[config.mk]
export PLATFORM = sky130hd
export DESIGN_NAME = ram_reader
export DESIGN_NICKNAME = d
export VERILOG_FILES = /design/src/rtl/ram_reader.sv
export SDC_FILE = /design/constraint.sdc
export NUM_CORES = 1
export LEC_CHECK = 0
export CAP_MARGIN = 20
export CORE_MARGIN = 3
export CORE_UTILIZATION = 40
export CTS_CLUSTER_DIAMETER = 120
export DETAILED_ROUTE_END_ITERATION = 6
export DONT_BUFFER_PORTS = 1
export PLACE_DENSITY_LB_ADDON = 0.12
export SYNTH_ARGS = -nofsm -noshare
export SYNTH_HDL_FRONTEND = slang
export SYNTH_SLANG_ARGS = --single-unit
[constraint.sdc]
create_clock -name clk -period 1.84 [get_ports clk]
set_input_delay 0.184 -clock clk [delete_from_list [all_inputs] [get_ports clk]]
set_output_delay 0.184 -clock clk [all_outputs]
set_load 0.02 [all_outputs]
[src/rtl/ram_reader.sv]
// Reads RAM addresses 0..31 and presents each byte as two nibbles under a V/E handshake.
// Optional RAM_READER_WRAP_EN: wrap 31->0 and keep reading until reset.
module ram_reader (
  input  logic       clk,
  input  logic       reset,
  input  logic       start,
  input  logic       E,
  input  logic [7:0] DOUT,
  output logic [4:0] RADD,
  output logic       R,
  output logic [3:0] data,
  output logic       V,
  output logic       done,
  output logic [4:0] led1
);

  typedef enum logic [2:0] {
    IDLE  = 3'd0,
    FETCH = 3'd1,
    WAIT  = 3'd2,
    HI    = 3'd3,
    LO    = 3'd4,
    NEXT  = 3'd5
  } state_t;

  state_t     state_q, state_d;
  logic [4:0] radd_q, radd_d;
  logic [7:0] hold_q, hold_d;

  always_ff @(posedge clk) begin
    if (reset) begin
      state_q <= IDLE;
      radd_q  <= 5'd0;
      hold_q  <= 8'd0;
    end else begin
      state_q <= state_d;
      radd_q  <= radd_d;
      hold_q  <= hold_d;
    end
  end

  always_comb begin
    state_d = state_q;
    radd_d  = radd_q;
    hold_d  = hold_q;
    R       = 1'b0;
    V       = 1'b0;
    data    = 4'd0;
    done    = 1'b0;
    case (state_q)
      IDLE: begin
        if (start) begin
          radd_d  = 5'd0;
          state_d = FETCH;
        end
      end
      FETCH: begin
        R       = 1'b1;
        state_d = WAIT;
      end
      WAIT: begin
        // RAM data lands the cycle after R
        hold_d  = DOUT;
        state_d = HI;
      end
      HI: begin
        V    = 1'b1;
        data = hold_q[7:4];
        if (E) state_d = LO;
      end
      LO: begin
        V    = 1'b1;
        data = hold_q[3:0];
        if (E) state_d = NEXT;
      end
      NEXT: begin
        if (radd_q == 5'd31) begin
          done   = 1'b1;
          radd_d = 5'd0;
`ifdef RAM_READER_WRAP_EN
          state_d = FETCH;
`else
          state_d = IDLE;
`endif
        end else begin
          radd_d  = radd_q + 5'd1;
          state_d = FETCH;
        end
      end
      default: state_d = IDLE;
    endcase
  end

  assign RADD = radd_q;
  assign led1 = {2'b00, state_q};

endmodule

### Word level (Yosys, flattened, before mapping)

Cells that the tools add are included.

| storage, ports and cells | value |
|---|---|
| register bits | 16 |
| bits of input ports | 12 |
| output and inout bits | 17 |
| word-level logic and storage cells | 31 |

| operators by class | value |
|---|---|
| add/sub/neg operators | 1 |
| eq/ne operators | 9 |
| mux-type cells | 13 |
| reduce and logical (&&, ||, !) cells | 5 |

Operators with widths:

| operator | number |
|---|---|
| 3-bit one-hot mux with 6 select lines | 1 |
| 5-bit two-way mux | 2 |
| 5-bit one-hot mux with 2 select lines | 1 |
| 3-bit two-way mux | 3 |
| 4-bit one-hot mux with 2 select lines | 1 |
| 3-bit by 2-bit == test with 1-bit output (second input constant) | 2 |
| 3-bit == test (second input constant) | 2 |
| 2-bit inequality test (second input constant) | 3 |
| 5-bit by 1-bit adder with 5-bit output (second input constant) | 1 |
| 5-bit == test (second input constant) | 1 |
| 1-bit two-way mux | 5 |
| 3-bit by 1-bit == test with 1-bit output (second input constant) | 1 |
| 3-bit logical NOT | 1 |
| 3-bit AND reduction | 1 |
| 2-bit AND reduction | 1 |
| 2-bit nonzero test | 1 |
| 2-bit OR reduction | 1 |

### Depth between registers and ports, before layout

| logic depth | value |
|---|---|
| depth after elaboration | 3 |
| mapped depth | 6 |
| depth with buffers taken out | 6 |

### Least setup slack after synthesis

OpenSTA, ideal clock, no wires.

| path | value |
|---|---|
| kind | flip-flop to flip-flop |
| start point | reg radd_q[0] (netlist: RADD[0]) |
| end point | reg radd_q[3] (netlist: RADD[3]) |
| setup time | 0.088 ns |
| data arrival time | 1.703 ns |
| data required time | 1.752 ns |
| setup slack | 0.049 ns |
| stages on the path, launching flop included | 7 |
| path buffers | 0 |
| clock period less this slack | 1.791 ns |
| cell sequence | dfxtp_1 ha_1 and3_1 ha_1 and4bb_4 a41oi_1 a311oi_2 |

| on the way | value |
|---|---|
| word-level cells in the longest chain between the ends | 3 |

Ends and longest elaborated chain:

| what | RTL line | source |
|---|---|---|
| start, declared | 27 | `logic [4:0] radd_q, radd_d;` |
| start signal, assigned | 37 | `radd_q <= radd_d;` |
| 5-bit by 1-bit adder with 5-bit output / 5-bit == test (equally long branches) | 86, 77 |  |
| 5-bit two-way mux * | 77 | `if (radd_q == 5'd31) begin` |
| 5-bit one-hot mux with 2 select lines * | 50 | `case (state_q)` |

Every way passes the cells marked *; elsewhere a longest branch is shown, timed or not.
A chain may end at the register's enable or synchronous reset.

### Worst setup path after layout

Ends and elaborated chain as after synthesis.

==> reports/results.tsv <==
stage	metric	value	unit
detailed_routing	WL final	1710	um
min_path	hold_sp	DOUT[3]	
clocking	H-tree levels	1	
placement	setup slack at placement	95.1	ps
critical_path	cell family with most CP delay	simple AND/OR/NAND/NOR gates	
yosys	largest family of logic cells by synthesized area	simple AND/OR/NAND/NOR gates	
critical_path	Crit Path Class	flip-flop to flip-flop	
critical_path	Buffers & Inverters on Critical Path	0	
floorplan	Core ar.	1840	um2
yosys	syn avg cell area	9.24	um2
yosys	Synth top area share	39.0	%
critical_path	Worst EP arrival	1930	ps
critical_path	R2R setup slack	110	ps
sta	fmax	579	MHz
min_path	Hold EP	hold_q[3]$_SDFFE_PP0P_	
detailed_routing	wire per inst	14.0	um
detailed_routing	remaining antenna violation count	0	
critical_path	CP cell instances	ha_1, and3_1, ha_1, and4bb_4, a41oi_1, a311oi_2	
placement	dpl hpwl	1240	um
global_routing	largest net degree at the start of global routing	16	
detailed_routing	DR DRC count	0	
yosys	Synth Cell Area	822	um2
min_path	Hold Path Stages	2	
sta	Fin. Hold Viols	0	
finish	layout cells sized above 1	20.6	%
floorplan	die area	2640	um2
yosys	part of the Yosys area used for sequential elements	39.0	%
clocking	TritonCTS Buffers	3	
yosys	xor/xnor share of the synthesized area	0	%
global_routing	vias in the first global route	706	
yosys	yosys warns	0	
floorplan	Die Ht	51.3	um
sta	setup violators final	0	
critical_path	crit-path max cell delay	340	ps
finish	Layout area overhead	12.9	%
critical_path	endpoint type of the worst setup path	flip-flop	
sta	skew final	5.32	ps
clocking	CTS Buffer Depth	2	
yosys	simple-gate share of the synthesized area	26.0	%
placement	gpl congestion	0.723	
yosys	post-synthesis cell type count	32	
critical_path	CP dominant cell by count	ha_1	
floorplan	Ports	29	
sta	fin crit period	1730	ps
min_path	Worst Hold Class	primary input to flip-flop	
detailed_routing	DR iter-0 viols	6	
critical_path	terminus of the critical flop-to-flop path	RADD[3]$_SDFFE_PP0P_	
finish	commonest cells after routing, fill and taps aside	dfxtp_1, nor2_1, buf_4	
global_routing	GR Overflow Total	0	
critical_path	CP max stage cell	and4bb_4	
yosys	top cells by area, synth	dfxtp_1, mux2i_1, nor2_1, buf_4, a22o_1	
yosys	Syn Inst Count	89	
finish	fin util	50.5	%
clocking	clock latency on the worst-skew pair	280	ps
critical_path	reg2reg start	RADD[0]$_SDFFE_PP0P_	
placement	port bufs	0	
run	max_cap viols	0	
detailed_routing	vias per inst	5.40	
critical_path	critical path required time	2050	ps
global_routing	number of antenna violations at the first check in global routing	0	
sta	RSZ-0062 raised after global routing	false	
sta	Final WS setup	113	ps
clocking	CTS root buffer	clkbuf_4	
pwr	P_leak	0.377	nW
clocking	clock transition at the registers of the reported paths	100	ps
detailed_routing	Via Count	659	
floorplan	DIE WIDTH	51.3	um
critical_path	crit path launch type	flip-flop	
finish	nets	112	
global_routing	first-pass GRT wire length	3000	um
sta	TNS Setup	0	ps
floorplan	initial cell density of the core	44.7	%
clocking	CTS tree	done	
outcome	outcome	completed	
clocking	clk sinks	16	
yosys	post-synthesis mux area share	9.74	%
yosys	Post-Synth Adder-Cell Area	3.04	%
sta	Rel. slew slack	61.4	%
pwr	Worst IR Drop VDD	667	uV
pwr	power per cell area	772	nW/um2
critical_path	Worst R2R Path Depth	6	
yosys	Synth Area in Compound Gates	15.2	%
finish	commonest non-fill, non-tap cell in the layout	dfxtp_1	
global_routing	GRT Total Usage	15.1	%
yosys	area leader, netlist	dfxtp_1	
finish	diode count	0	
yosys	flops & latches, synth	16	
sta	Slew Limit Fails	0	
critical_path	worst-path fanout max	5	
critical_path	CP Launch Point	RADD[0]$_SDFFE_PP0P_	
sta	Worst-Margin Slew	577	ps
sta	crit share post-route	93.9	%
detailed_routing	DR pass1 iterations	4	
floorplan	row count	15	
==> worst max path at each step <==
stage,end,cells after the start
after detailed placement,RADD[3]$_SDFFE_PP0P_,6
after CTS,RADD[3]$_SDFFE_PP0P_,6
after global placement,RADD[3]$_SDFFE_PP0P_,6
after global routing,RADD[3]$_SDFFE_PP0P_,6
after floorplan,RADD[3]$_SDFFE_PP0P_,6
final,RADD[3]$_SDFFE_PP0P_,6
==> registers in the layout, summed over array words and instances (netlist names) <==
name,count
hold_q,8
state_q,3
RADD,5
==> logic make-up after synthesis <==
kind of cell | count (synthesis)
AOI/OAI and AO/OA | 17
adders and majority gates | 2
buffers and inverters | 9
muxes | 8
other | 1
and+or+nand+nor | 36
DFF | 16
==> cell type report <==
cell class              instances  area (um2)
well taps                      25        31.3
multi-input cells              65         452
repair buffers                 11        85.1
fillers                       201         911
clock buffers                   4        36.3
inverters                       1        3.75
flip-flops and latches         16         320
==> where the power goes <==
group          leakage (nW)  total [mW]  switching (mW)  internal, mW
Sequential            0.130       0.382          0.0204         0.362
Combinational         0.226       0.100          0.0543        0.0461
Clock                0.0210       0.234           0.114         0.120
==> through the flow <==
step                      instances  area [um2]  power (mW)  hold WS [ps]
final                           122         928       0.717          44.6
after global placement          116         875       0.483           254
after floorplan                  90         826       0.473           331
after global routing            122         928       0.759          34.5
after detailed placement        116         875       0.485           257
after CTS                       121         921       0.733          33.0
==> layer usage <==
layer  GRT usage [%]  vias to the layer above  wire length [um]
met4            2.62                        0                10
met5               0                        -                 0
met1            18.2                      299               777
met3            5.83                        2               131
met2            25.8                       27               792
li1                -                      331                 -
==> synthesized netlist by cell type (all sizes together) <==
| cell | n |
|---|---|
| a21oi | 5 |
| a22o | 4 |
| a311oi | 2 |
| a31oi | 2 |
| a41oi | 1 |
| and2 | 2 |
| and2b | 1 |
| and3 | 1 |
| and3b | 1 |
| and4bb | 1 |
| buf | 6 |
| clkbuf | 2 |
| conb | 1 |
| dfxtp | 16 |
| ha | 2 |
| inv | 1 |
| mux2i | 8 |
| nand2 | 4 |
| nand2b | 3 |
| nand3 | 5 |
| nand3b | 1 |
| nor2 | 11 |
| nor3 | 1 |
| nor3b | 3 |
| o211a | 1 |
| o21ai | 2 |
| or2 | 1 |
| or4b | 1 |
==> timing repair <==
item	4_1_cts	5_1_grt
endpoints found under the hold margin	15	0
resized for setup	0	0
buffers inserted	0	1
hold buffers	1	0
endpoints found under the setup margin	0	1
No activity file was read; power rests on OpenSTA's default activity.
